--- config.mk ---
export PLATFORM = sky130hd
export DESIGN_NAME = vga_control
export DESIGN_NICKNAME = d
export VERILOG_FILES = /design/src/rtl/vga_control.sv
export SDC_FILE = /design/constraint.sdc
export NUM_CORES = 1
export LEC_CHECK = 0
export BUFFER_PORTS_ARGS = -buffer_cell sky130_fd_sc_hd__buf_2
export CORE_ASPECT_RATIO = 1.4
export CORE_MARGIN = 2
export CORE_UTILIZATION = 50
export DETAILED_ROUTE_END_ITERATION = 10
export GPL_TIMING_DRIVEN = 1
export PLACE_DENSITY = 0.71
export SYNTH_ARGS = -nofsm -noshare
export SYNTH_HDL_FRONTEND = slang
export SYNTH_SLANG_ARGS = --single-unit
--- constraint.sdc ---
create_clock -name clk -period 2.2 [get_ports clk]
set_input_delay 0 -clock clk [delete_from_list [all_inputs] [get_ports clk]]
set_output_delay 0 -clock clk [all_outputs]
set_load 0.02 [all_outputs]
--- src/rtl/vga_control.sv ---
// rtl/vga_control.sv - VGA 640x480@60 timing generator with eight-bar colour test pattern
// Pixel rate is clk/2 via a toggling enable; all outputs are registered from the counters.
module vga_control #(
  parameter int H_SYNC   = 96,
  parameter int H_BACK   = 48,
  parameter int H_ACTIVE = 640,
  parameter int H_FRONT  = 16,
  parameter int V_SYNC   = 2,
  parameter int V_BACK   = 33,
  parameter int V_ACTIVE = 480,
  parameter int V_FRONT  = 10
) (
  input  logic       clk,
  input  logic       rst_n,
  output logic       vga_hs,
  output logic       vga_vs,
  output logic [7:0] vga_rgb
);

  localparam logic [9:0] L_H_LAST  = 10'(H_SYNC + H_BACK + H_ACTIVE + H_FRONT - 1);
  localparam logic [9:0] L_V_LAST  = 10'(V_SYNC + V_BACK + V_ACTIVE + V_FRONT - 1);
  localparam logic [9:0] L_HS_END  = 10'(H_SYNC);
  localparam logic [9:0] L_VS_END  = 10'(V_SYNC);
  localparam logic [9:0] L_HA_BEG  = 10'(H_SYNC + H_BACK);
  localparam logic [9:0] L_HA_END  = 10'(H_SYNC + H_BACK + H_ACTIVE);
  localparam logic [9:0] L_VA_BEG  = 10'(V_SYNC + V_BACK);
  localparam logic [9:0] L_VA_END  = 10'(V_SYNC + V_BACK + V_ACTIVE);

  logic       r_pix_en;
  logic [9:0] r_hcnt;
  logic [9:0] r_vcnt;
  logic       r_hs;
  logic       r_vs;
  logic [7:0] r_rgb;

  logic [9:0] w_x;
  logic [2:0] w_bar;
  logic       w_active;
  logic [7:0] w_colour;

  assign w_x      = r_hcnt - L_HA_BEG;
  assign w_bar    = 3'(w_x / 10'd80);
  assign w_active = (r_hcnt >= L_HA_BEG) && (r_hcnt < L_HA_END) &&
                    (r_vcnt >= L_VA_BEG) && (r_vcnt < L_VA_END);

  always_comb begin
    w_colour = 8'h00;
    case (w_bar)
      3'd0:    w_colour = 8'hFF;
      3'd1:    w_colour = 8'hFC;
      3'd2:    w_colour = 8'h1F;
      3'd3:    w_colour = 8'h1C;
      3'd4:    w_colour = 8'hE3;
      3'd5:    w_colour = 8'hE0;
      3'd6:    w_colour = 8'h03;
      default: w_colour = 8'h00;
    endcase
  end

  // rst_n is active-high despite its name
  always_ff @(posedge clk or posedge rst_n) begin
    if (rst_n) begin
      r_pix_en <= 1'b0;
      r_hcnt   <= '0;
      r_vcnt   <= '0;
      r_hs     <= 1'b1;
      r_vs     <= 1'b1;
      r_rgb    <= 8'h00;
    end else begin
      r_pix_en <= ~r_pix_en;
      if (r_pix_en) begin
        if (r_hcnt == L_H_LAST) begin
          r_hcnt <= '0;
          r_vcnt <= (r_vcnt == L_V_LAST) ? 10'd0 : r_vcnt + 10'd1;
        end else begin
          r_hcnt <= r_hcnt + 10'd1;
        end
      end
      r_hs  <= (r_hcnt >= L_HS_END);
      r_vs  <= (r_vcnt >= L_VS_END);
      r_rgb <= w_active ? w_colour : 8'h00;
    end
  end

  assign vga_hs  = r_hs;
  assign vga_vs  = r_vs;
  assign vga_rgb = r_rgb;

endmodule

==> results.json <==
{
  "drive_gt1_share_pct": 19.9,
  "grt_pass1_wl_um": 5530,
  "leakage_nw": 0.870,
  "clock_sinks": 26,
  "start_util_pct": 51.5,
  "min_period_ns": 2.06,
  "grt_max_degree": 27,
  "clockRootBuffer": "clkbuf_8",
  "maxCapViolations": 0,
  "ys_seq_area_share_pct": 38.2,
  "rows": 25,
  "port_buffers": 11,
  "cp.arrival_ns": 2.24,
  "path_max_fanout": 6,
  "num_vias": 1321,
  "postSynthAreaPerCell_um2": 9.60,
  "cts-resized-gates": 0,
  "drc": 0,
  "post-route-period-util_pct": 93.6,
  "worstSkewPairLatency_ns": 0.27,
  "hold_slack_ns": 0.318,
  "synth_top_area_share_pct": 35.1,
  "die_area_mm2": 0.00391,
  "worstMarginPinSlew_ns": 0.457,
  "grt_antenna_before_repair": 0,
  "regToRegSetupSlack_ns": 0.14,
  "yosysMostFrequentCell": "dfrtp_1",
  "dr.pass1.iters": 4,
  "synth_ff_type": "dfrtp_1",
  "ys_ff_latch": 26,
  "cpMaxStageDelayCell": "dfrtp_1",
  "critPathBufInv": 2,
  "pwr-share-seq_pct": 54.1,
  "routed_wl_um": 3150,
  "rr_startpoint": "r_hcnt[4]",
  "crit_path_max_incr_delay_ns": 0.39,
  "switchingPower_uw": 159,
  "vias_per_cell": 5.72,
  "synth_edf_count": 0,
  "synth_top_cells_by_count": "dfrtp_1 (24), nor2_1 (14), nand2_1 (13)",
  "p_comb_share_pct": 1.4,
  "die_w_um": 53.4,
  "hpwlAfterDp_um": 2360,
  "nNetsFinal": 203,
  "p_clk_share_pct": 44.5,
  "sw_frac_of_total_pct": 18.0,
  "max_freq_mhz": 485,
  "endpoint_kind": "register",
  "min_path_type": "in -> async",
  "synth_area_leaders": "dfrtp_1 (35%), ha_1 (6.6%), xnor2_1 (5.6%)",
  "drtIter0Drc": 27,
  "maxSlewViolCount": 0,
  "synth-async-reset-ratio_pct": 100,
  "cts_max_level": 1,
  "cts_tree": "yes",
  "irDropWorstVdd_v": 0.000430,
  "finalHoldViolCount": 0,
  "fill_cells": 310,
  "tns_ns": 0,
  "syn_nets": 189,
  "ant_nets": 0,
  "clockBufferDepth": 2,
  "p_per_area_mw_per_mm2": 475,
  "avgRoutedWirePerCell_um": 13.6,
  "overflow": 0,
  "internal_power_uw": 724,
  "synthCells": 178,
  "relSlewSlack_pct": 69.3,
  "ios": 12,
  "finalWeightedCongestion": 0.845,
  "syn-cell-area_mm2": 0.00171,
  "cts_buffers": 3,
  "diodes": 0,
  "core_region_area_mm2": 0.00332,
  "rsz0062_at_grt": "no",
  "grt.total_usage_pct": 18.4,
  "grt_pass1_vias": 1324,
  "synth_top_area_cell": "dfrtp_1",
  "setup_viol": 0,
  "rr_endpoint": "vga_rgb[1]",
  "crit_type": "reg -> reg",
  "area_growth_pct": 8.86,
  "outcome": "finished clean",
  "skew_ns": 0.00682,
  "cp.required_ns": 2.38,
  "path_cells": "inv_1 -> ha_1 -> inv_2 -> o21ai_2 -> xnor2_2 -> xnor2_1 -> a311o_1 -> a211oi_1",
  "synth.distinct_cells": 48,
  "synth_warnings": 0,
  "critPathLaunchType": "register",
  "crit_family": "compound AO/OA/AOI/OAI gates",
  "clk_pin_slew_ns": 0.09,
  "final_core_utilization_pct": 56.1,
  "r2r_cells": 8,
  "die_y_um": 73.2
}
## metrics by stage
step           cells  instance area, um^2  total power [mW]  setup slack, ns
6_report         231                 1860             0.883            0.140
5_1_grt          231                 1860             0.913           0.0184
4_1_cts          231                 1860             0.892            0.121
3_5_place_dp     226                 1780             0.499            0.144
3_3_place_gp     226                 1780             0.499            0.224
2_1_floorplan    178                 1710             0.494            0.250
## layout by cell type, fill, tap and decap left out, types with 2 or more instances in the layout
cell      Yosys  layout
a311o_1       2       2
nor4_1        4       4
inv_1        12      12
o21ai_0      10      10
nand4_1       6       6
a211oi_1      4       4
nor3_1        3       3
buf_4         5       9
clkbuf_8      2       3
dfrtp_1      24      24
nand3_1       5       5
xor2_1        7       7
dfstp_2       2       2
nor3b_1       2       2
nor2_1       14      14
buf_2         3      11
xnor2_1      11      11
ha_1          9       9
a21oi_1       5       5
nand2_1      13      13
or3_1         4       4
xnor2_2       2       2
a31oi_1       2       2
nor3_2        2       2
## repair_timing
| action | CTS | global route |
|---|---|---|
| hold endpoints to repair | 24 | 0 |
| hold buffers | 1 | 0 |
| buffers inserted | 0 | 0 |
## routing by layer
metal | vias up | GRT usage [%] | part of all wire, %
met5 | - | 0 | 0
met4 | 0 | 4.27 | 0.44
met3 | 2 | 3.69 | 2.8
met2 | 23 | 33.7 | 54
met1 | 651 | 21.3 | 43
li1 | 645 | - | -
## worst max-delay path by stage
stage / from / endpoint / cells after the start
after global placement: r_hcnt[4] / vga_rgb[1] / 8
after CTS: r_hcnt[4] / vga_rgb[1] / 8
after detailed placement: r_hcnt[4] / vga_rgb[1] / 8
final: r_hcnt[4] / vga_rgb[1] / 8
after floorplan: r_hcnt[4] / vga_rgb[1] / 7
after global routing: r_hcnt[4] / vga_rgb[1] / 8
## logic make-up (layout without fill, tap and decap cells)
family	Yosys count	count (layout)	synth area share [%]
AOI/OAI and AO/OA	35	35	14.0
DFF	26	26	38.2
muxes	1	1	0.659
adders and majority gates	9	9	6.59
xor gates and xnor gates	20	20	11.1
and+or+nand+nor	62	62	20.6
buffers and inverters	25	38	8.86
## registers in the layout, indices dropped and copies added (netlist names)
| signal | count |
|---|---|
| r_hcnt | 10 |
| r_vcnt | 10 |
| vga_rgb | 3 |
| r_pix_en | 1 |
| vga_hs | 1 |
| vga_vs | 1 |
## cell type report
class,instances,area (um^2),area share (%)
Multi-Input combinational cell,127,905,48.6
Timing Repair Buffer,21,133,7.13
Sequential cell,26,653,35.1
Tap cell,40,50.0,2.69
Clock inverter,1,30.0,1.61
Clock buffer,3,41.3,2.22
Inverter,13,48.8,2.62
## worst register-to-register path: cells and delay by family, from the launching register on
kind                       cells  cell delay [ns]
buffers and inverters          2             0.18
AOI/OAI and AO/OA              3             0.78
xor gates and xnor gates       2             0.34
DFF                            1             0.39
adders and majority gates      1             0.28
## power groups by stage
stage,Sequential (mW),Clock [mW],Combinational (mW)
2_1_floorplan,0.487,0,0.00706
4_1_cts,0.478,0.401,0.0134
3_5_place_dp,0.487,0,0.0120
6_report,0.478,0.393,0.0126
3_3_place_gp,0.487,0,0.0117
5_1_grt,0.478,0.420,0.0155
Note: power is estimated with default switching activity, not from simulation.
